--- src/rtl/i2c_bit_engine.sv ---
// I2C write-byte bit engine: turns a quarter-bit tick into SCL/SDA waveforms
// for START / 8 data bits / ACK / STOP, one byte per accepted command.
module i2c_bit_engine #(
  parameter int SDA_SYNC = 2
) (
  input  logic       clk,
  input  logic       rst,
  input  logic       tick,
  input  logic       cmd_valid,
  output logic       cmd_ready,
  input  logic       cmd_start,
  input  logic       cmd_stop,
  input  logic [7:0] cmd_data,
  output logic       done,
  output logic       nack,
  output logic       busy,
  output logic       scl,
  output logic       sda_o,
  input  logic       sda_i
);

  typedef enum logic [2:0] {IDLE, START, DATA, ACK, STOP, HOLD} state_t;

  state_t              state, state_n;
  logic [1:0]          q, q_n;
  logic [2:0]          b, b_n;
  logic                hold, hold_n;
  logic [7:0]          data_l, data_n;
  logic                stop_l;
  logic                accept;
  logic                done_n;
  logic                run_tick;
  logic [SDA_SYNC-1:0] sda_sync;
  logic                sda_s;

  // Bus levels {scl, sda_o} for a given slot and quarter.
  function automatic logic [1:0] bus_levels(state_t st, logic [1:0] qq, logic [2:0] bb,
                                            logic [7:0] d, logic h);
    logic scl_mid;
    scl_mid = (qq == 2'd1) || (qq == 2'd2);
    bus_levels = 2'b11;
    case (st)
      START: begin
        case (qq)
          2'd0:    bus_levels = {~h, 1'b1};  // repeated START keeps SCL low first
          2'd1:    bus_levels = 2'b11;
          2'd2:    bus_levels = 2'b10;       // SDA falls with SCL high
          default: bus_levels = 2'b00;
        endcase
      end
      DATA:    bus_levels = {scl_mid, d[bb]};
      ACK:     bus_levels = {scl_mid, 1'b1};
      STOP: begin
        case (qq)
          2'd0:    bus_levels = 2'b00;
          2'd1:    bus_levels = 2'b10;
          default: bus_levels = 2'b11;       // SDA rises with SCL high
        endcase
      end
      HOLD:    bus_levels = 2'b01;
      default: bus_levels = 2'b11;
    endcase
  endfunction

  assign cmd_ready = (state == IDLE) || (state == HOLD);
  assign busy      = (state != IDLE);
  assign accept    = cmd_valid && cmd_ready;
  assign run_tick  = tick && !cmd_ready;
  assign sda_s     = sda_sync[SDA_SYNC-1];

  // Next-state: command accept, quarter advance and slot sequencing.
  always_comb begin
    state_n = state;
    q_n     = q;
    b_n     = b;
    hold_n  = hold;
    data_n  = data_l;
    done_n  = 1'b0;
    if (accept) begin
      q_n    = 2'd0;
      data_n = cmd_data;
      b_n    = 3'd7;
      if (cmd_start) begin
        state_n = START;
        hold_n  = (state == HOLD);
      end else begin
        state_n = DATA;
      end
    end else if (run_tick) begin
      q_n = q + 2'd1;
      if (q == 2'd3) begin
        case (state)
          START: begin
            state_n = DATA;
            b_n     = 3'd7;
          end
          DATA: begin
            if (b == 3'd0) state_n = ACK;
            else           b_n     = b - 3'd1;
          end
          ACK: begin
            if (stop_l) begin
              state_n = STOP;
            end else begin
              state_n = HOLD;
              done_n  = 1'b1;
            end
          end
          STOP: begin
            state_n = IDLE;
            done_n  = 1'b1;
          end
          default: state_n = state;
        endcase
      end
    end
  end

  // Control state, registered bus levels, ACK capture and sda_i synchroniser.
  always_ff @(posedge clk) begin
    if (rst) begin
      state    <= IDLE;
      q        <= 2'd0;
      b        <= 3'd7;
      hold     <= 1'b0;
      scl      <= 1'b1;
      sda_o    <= 1'b1;
      done     <= 1'b0;
      nack     <= 1'b0;
      sda_sync <= '1;
    end else begin
      state        <= state_n;
      q            <= q_n;
      b            <= b_n;
      hold         <= hold_n;
      {scl, sda_o} <= bus_levels(state_n, q_n, b_n, data_n, hold_n);
      done         <= done_n;
      sda_sync[0]  <= sda_i;
      for (int i = 1; i < SDA_SYNC; i++) sda_sync[i] <= sda_sync[i-1];
      if (run_tick && (state == ACK) && (q == 2'd2)) nack <= sda_s;
    end
  end

  // Command payload, captured on accept.
  always_ff @(posedge clk) begin
    if (accept) begin
      data_l <= cmd_data;
      stop_l <= cmd_stop;
    end
  end

endmodule

--- config.mk ---
export PLATFORM = sky130hd
export DESIGN_NAME = i2c_bit_engine
export DESIGN_NICKNAME = d
export VERILOG_FILES = /design/src/rtl/i2c_bit_engine.sv
export SDC_FILE = /design/constraint.sdc
export NUM_CORES = 1
export LEC_CHECK = 0
export CAP_MARGIN = 20
export CELL_PAD_IN_SITES_DETAIL_PLACEMENT = 1
export CELL_PAD_IN_SITES_GLOBAL_PLACEMENT = 2
export CORE_MARGIN = 8
export CORE_UTILIZATION = 34
export DETAILED_ROUTE_END_ITERATION = 10
export PLACE_DENSITY_LB_ADDON = 0.1
export SYNTH_ARGS = -nofsm -noshare
export SYNTH_HDL_FRONTEND = slang
export SYNTH_SLANG_ARGS = --single-unit
--- constraint.sdc ---
create_clock -name clk -period 3.5 [get_ports clk]
set_clock_uncertainty 0.15 [all_clocks]
set_input_delay 0.35 -clock clk [delete_from_list [all_inputs] [get_ports clk]]
set_output_delay 0.35 -clock clk [all_outputs]
set_load 0.005 [all_outputs]
==> results by group <==
Run status
  • Status: completed

Detailed routing
  • Via-to-Cell Ratio: 5.33
  • Antenna viol nets, final: 0
  • Total wire length: about 3600 µm
  • DRC: 0
  • Routed length per placed instance: 15.3 µm
  • 1st-pass router iterations: 4
  • Initial DRC Count: 70
  • Vias: 1275

Clock network
  • Total number of H-tree levels: 1
  • CTS Sinks: 24
  • Max clock buf depth: 2
  • Number of buffers created by CTS: 3
  • Cells resized by post-CTS repair: 0
  • Hold_buf cts: 0
  • Clock slew seen by the registers of the worst setup and hold paths: 0.09 ns
  • Root Driver: clkbuf_8
  • CTS tree: done
  • Later-pin clock latency in the skew report: 0.27 ns
  • # Post-CTS Setup Buffers: 0

Cells and area
  • Share of post-route cells with drive strength above 1: between 7 and 8%
  • Multi-input gate area: 852 µm²
  • Area grow syn2layout: 19.6%
  • Storage cell area: 490 µm²
  • Fillers: 473
  • # nets final: 212
  • # diodes: 0

Timing
  • Min Hold Slack: 0.279 ns
  • Final Setup Violations: 0
  • RSZ-0062 raised after global routing: no
  • Worst slew pin tran: 0.617 ns
  • Worst rel slew slack: 58.7%
  • Max Clk Rate: 371 MHz
  • Max-slew violations: 0
  • Final min period: 2.70 ns
  • Final period util: 77.1%
  • Final Hold Fails: 0
  • Setup TNS: 0 ns

Yosys
  • FF+latch count, synth: 24
  • Avg Inst Size Synth: 8.19 µm²
  • Most used flip-flop cell after synthesis: dfxtp_1
  • Mapped Cells: 173
  • Cell variety after synth: 48
  • Sequential fraction of the synthesis area: approximately 35%
  • YS warnings: 0
  • Dominant cells by area after synthesis: dfxtp_1 33%, nand2_1 6.9%, ha_1 6.2%
  • Mapped Nets: 195
  • Post-synth ARST share: 0%
  • Most common cell in the synthesized netlist: nand2_1
  • Leading area contributor after synthesis: dfxtp_1
  • Synth top cells by count: 26 x nand2_1, 23 x dfxtp_1, 19 x nor2_1, 7 x ha_1, 7 x o21ai_0
  • Post-synth top area share: 32.5%
  • Post-Syn Area: 1420 µm²
  • Number of synthesized flops with an enable pin: 1

Setup path
  • Worst R2R End: sda_o
  • Worst EP arrival: 2.75 ns
  • CP Capture Type: register
  • CP max FO: 18
  • Crit Path Category: register to register
  • Worst reg2reg path depth: 10
  • Crit path from: state[0]
  • Worst r2r src: state[0]
  • Crit path required time: 3.55 ns
  • Worst Setup Start Kind: register
  • Setup slack, reg-to-reg: 0.80 ns

GRT
  • GRT Total Usage: 11.7%
  • First-pass GRT wire length: 6090 µm
  • Initial antenna violation count: 0
  • Grt ovf: 0
  • Largest net degree at the start of global routing: 19
  • Vias in the first global route: 1345

Pwr
  • Leakage power: roughly 0.73 nW
  • Pwr dens: 397 nW/µm²
  • Worst VDD drop: 0.000162 V

Place
  • Port Buf Inserts: 20
  • Post-DP HPWL: ~2800 µm
  • GP Congestion: 0.776

Die
  • I/O pin count: 21
  • Starting density of the core: 35.4%
  • Die width: 80.5 µm
  • Die height: 80.5 µm
  • # rows: 23
  • Placeable Area: between 4000 and 5000 µm²
  • Total die area: 6490 µm²

Worst hold path
  • Hold EP: sda_sync[1]
  • Min-delay src: sda_sync[0]
  • Hold Path Depth: 1
  • HP Class: register to register

Flow run
  • Max cap viols: 0
through the flow:
stage / utilization (%) / power, W / worst slack [ns] / cell area, µm² / std cells
3_5_place_dp: 41.0 / 0.000487 / 0.722 / 1640 / 235
2_1_floorplan: - / 0.000426 / 1.19 / 1420 / 173
5_1_grt: 42.4 / 0.000717 / 0.526 / 1690 / 239
3_3_place_gp: 41.0 / 0.000482 / 0.802 / 1640 / 235
6_report: 42.4 / 0.000673 / 0.801 / 1690 / 239
4_1_cts: 42.4 / 0.000685 / 0.785 / 1690 / 239
state kept, by name (all words and copies together), names as in the netlist:
register	flops
data_l	8
b	3
state	3
q	2
sda_sync	2
done	1
hold	1
nack	1
scl	1
sda_o	1
stop_l	1
routing by layer:
metal,vias up,part of all wire [%],global-route usage [%]
met5,-,0,0
met4,0,1.0,3.27
met3,5,4.0,2.90
met2,19,49,20.0
met1,613,45,14.0
li1,638,-,-
worst max-delay path by stage:
| stage | cells past startpoint | end | slack, ns |
|---|---|---|---|
| floorplan | 11 | sda_o | 1.19 |
| global placement | 8 | sda_o | 0.80 |
| detailed placement | 8 | sda_o | 0.72 |
| CTS | 10 | sda_o | 0.78 |
| global route | 10 | sda_o | 0.53 |
| finish | 10 | sda_o | 0.80 |
worst max-delay path, cell delays in order, from the launching register on:
cell and delay, ns:
dfxtp_1 0.71, xor2_1 0.19, o21ai_0 0.39, nand2_1 0.09, o21ai_0 0.08, nand2_1 0.13
ha_1 0.27, nor3_1 0.19, nor2_1 0.05, and4_1 0.22, a31oi_1 0.15
area by class of cell:
| type | instances | area share (%) |
|---|---|---|
| well taps | 50 | 3.69 |
| multi-input cells | 132 | 50.3 |
| inverters | 9 | 1.99 |
| repair buffers | 20 | 11.8 |
| flip-flops and latches | 24 | 29.0 |
| clock buffers | 4 | 3.25 |
cell usage in the layout (no fill, tap or decap), types with 3 or more instances in the layout:
cell / instances
nand2_1: 26
dfxtp_1: 23
clkdlybuf4s50_1: 20
nor2_1: 19
o21ai_0: 7
ha_1: 7
inv_1: 6
nand3_1: 6
a21oi_1: 5
a211oi_1: 5
o21a_1: 4
nand4_1: 4
mux2i_1: 4
clkbuf_8: 4
inv_2: 3
mux2_1: 3
nor2b_1: 3
a31oi_1: 3
nor3_1: 3
nand2b_1: 3
a22oi_1: 3
or2_2: 3
cell families (layout without fill, tap and decap cells):
group	Yosys count	in the layout	synth area share [%]
adder cells (fa/ha/maj)	8	8	6.89
AND/OR/NAND/NOR	77	77	27.2
flip-flops	24	24	34.6
buffers and inverters	17	33	5.21
AO/OA/AOI/OAI	37	37	18.8
multiplexers	8	8	6.01
XOR/XNOR	2	2	1.24
power by group:
part	leakage (nW)	internal [W]	switching, W
sequential	0.199	0.000304	0.0000200
combinational	0.498	0.0000748	0.0000790
clock	0.0288	0.000101	0.0000942
total	0.726	0.000480	0.000193
No activity file was read; power rests on OpenSTA's default activity.
==> patch: new RTL, same flow settings <==
Set the parameter `SDA_SYNC` to 1 (it was 2).
--- a/src/rtl/i2c_bit_engine.sv
+++ b/src/rtl/i2c_bit_engine.sv
@@ -1,7 +1,7 @@
 // I2C write-byte bit engine: turns a quarter-bit tick into SCL/SDA waveforms
 // for START / 8 data bits / ACK / STOP, one byte per accepted command.
 module i2c_bit_engine #(
-  parameter int SDA_SYNC = 2
+  parameter int SDA_SYNC = 1
 ) (
   input  logic       clk,
   input  logic       rst,
Check against the original RTL: no difference found for any inputs over 10 cycles, from zero or initial values and one cycle with rst high; that may be too few to reach the edited logic, so the function may still have changed.
==> patch against the unedited design <==
  * Global-route usage fell by 0.72 points
  * Final area fell by 3.6%
  * Cell count fell by 11%
  * Synthesized area fell by 4.3%
  * Total power rose by 1.2%
  * Setup slack improved by 0.036 ns
  * Wire length fell by 10%
  * Sequential cell count fell by 1
  * Largest power group unchanged
==> patch: results (changes against the unedited design) <==
Yosys:
- By area the synthesized netlist is led by sky130_fd_sc_hd__dfxtp_1 (33%), sky130_fd_sc_hd__mux2_2 (7.5%), sky130_fd_sc_hd__ha_1 (6.5%), sky130_fd_sc_hd__mux2i_1 (4.4%), sky130_fd_sc_hd__nor2_1 (3.0%).
- By count the netlist is led by sky130_fd_sc_hd__dfxtp_1 (22), sky130_fd_sc_hd__nor2_1 (11), sky130_fd_sc_hd__inv_1 (9), sky130_fd_sc_hd__mux2_2 (9), sky130_fd_sc_hd__nand2_1 (8).
- The part of the Yosys area used for sequential elements was 34.7% (+0.089 points).

Drt:
- The final routed wire length divided by cell count is 15.5 um (+1.3%).
- The detailed-routed wire length on met3 is 93 um (-37%).
- The routed length on met2 is 1590 um (-12%).
- The wire length on met1 is 1540 um (-6.9%).
- The detailed router's first-iteration violation count came to 33 (-53%).

GRT:
- The first-pass GRT wire length is 5530 um (-9.2%).
- The global-route met1 utilization is 13.0% (-1.0 points).
- The met2 track demand over resource is 18.5% (-1.6 points).
- The fraction of met3 tracks used by global routing is 2.03% (-0.87 points).
- The maximum number of pins on one net before global-route repair is 16 (-3).

Final layout:
- The combined area of the multi-input logic cells is 806 um2 (-5.4%).
- The number of non-clock inverters came to 12 (+3).
- The net count of the finished layout came to 185 (-13%).
- The register share of the cell area came to 28.8% (-0.14 points).
- The multi-input combinational gate total is 103 (-22%).

Setup path:
- Among cell families on the critical path, the largest total delay comes from compound AO/OA/AOI/OAI gates.
- The delay of the slowest cell on the worst path is 0.57 ns (-0.14 ns).
- The critical path arrival is 2.67 ns (-0.08 ns).

Power and ir drop:
- The switching component of the power is 0.000203 W (+5.1%).
- The combinational gate power is 0.000190 W (+23%).
- The worst supply voltage drop on vdd is 214 uV (+32%).

Timing:
- The relative slew slack is 62.7% (+4.0 points).

Run status:
- The flow ran to the end, and the final reports show no timing, DRC or antenna violations.

Place:
- The final weighted congestion of routability-driven global placement is 0.773 (-0.34%).
-- patch: cell types whose count changed after synthesis, moves of 3 or more --
cell                       delta
sky130_fd_sc_hd__a211oi_1     -4
sky130_fd_sc_hd__nor2_1       -8
sky130_fd_sc_hd__nand2_1     -18
sky130_fd_sc_hd__mux2_1       -3
sky130_fd_sc_hd__nand3_1      -4
sky130_fd_sc_hd__mux2_2       +8
sky130_fd_sc_hd__inv_1        +3
-- patch: worst reg2reg max path: cells and delay by family, from the launching register on --
kind                       cells  cell delay, ns
and+or+nand+nor                2            0.21
DFF                            1            0.57
adders and majority gates      1            0.29
muxes                          1            0.26
AOI/OAI and AO/OA              4            0.90
xor gates and xnor gates       1            0.18
-- patch: logic make-up (layout without fill, tap and decap cells) --
logic type	Yosys count	count (layout)	share of synthesized area, %
xor+xnor	2	2	1.29
fa+ha+maj	8	8	7.20
flops	23	23	34.7
compound gates	33	33	19.0
buf+inv	17	36	5.82
mux	15	15	11.9
simple gates	45	45	20.0
-- patch: metrics by stage --
| stage | cells | utilization (%) | instance area [um2] | setup WS [ns] | total power (W) |
|---|---|---|---|---|---|
| floorplan | 143 | - | 1360 | 1.28 | 0.000453 |
| global placement | 208 | 40.5 | 1580 | 0.858 | 0.000511 |
| detailed placement | 208 | 40.5 | 1580 | 0.775 | 0.000519 |
| CTS | 212 | 41.7 | 1630 | 0.812 | 0.000694 |
| global route | 212 | 41.7 | 1630 | 0.609 | 0.000722 |
| finish | 212 | 41.7 | 1630 | 0.837 | 0.000681 |
-- patch: path summary, 6_finish.rpt --
kind	start	end	slack, ns	depth (start not counted)
max	state[0]	sda_o	0.84	9
min	data_l[6]	data_l[6]	0.33	1
max reg2reg	state[0]	sda_o	0.84	9
min reg2reg	data_l[6]	data_l[6]	0.33	1
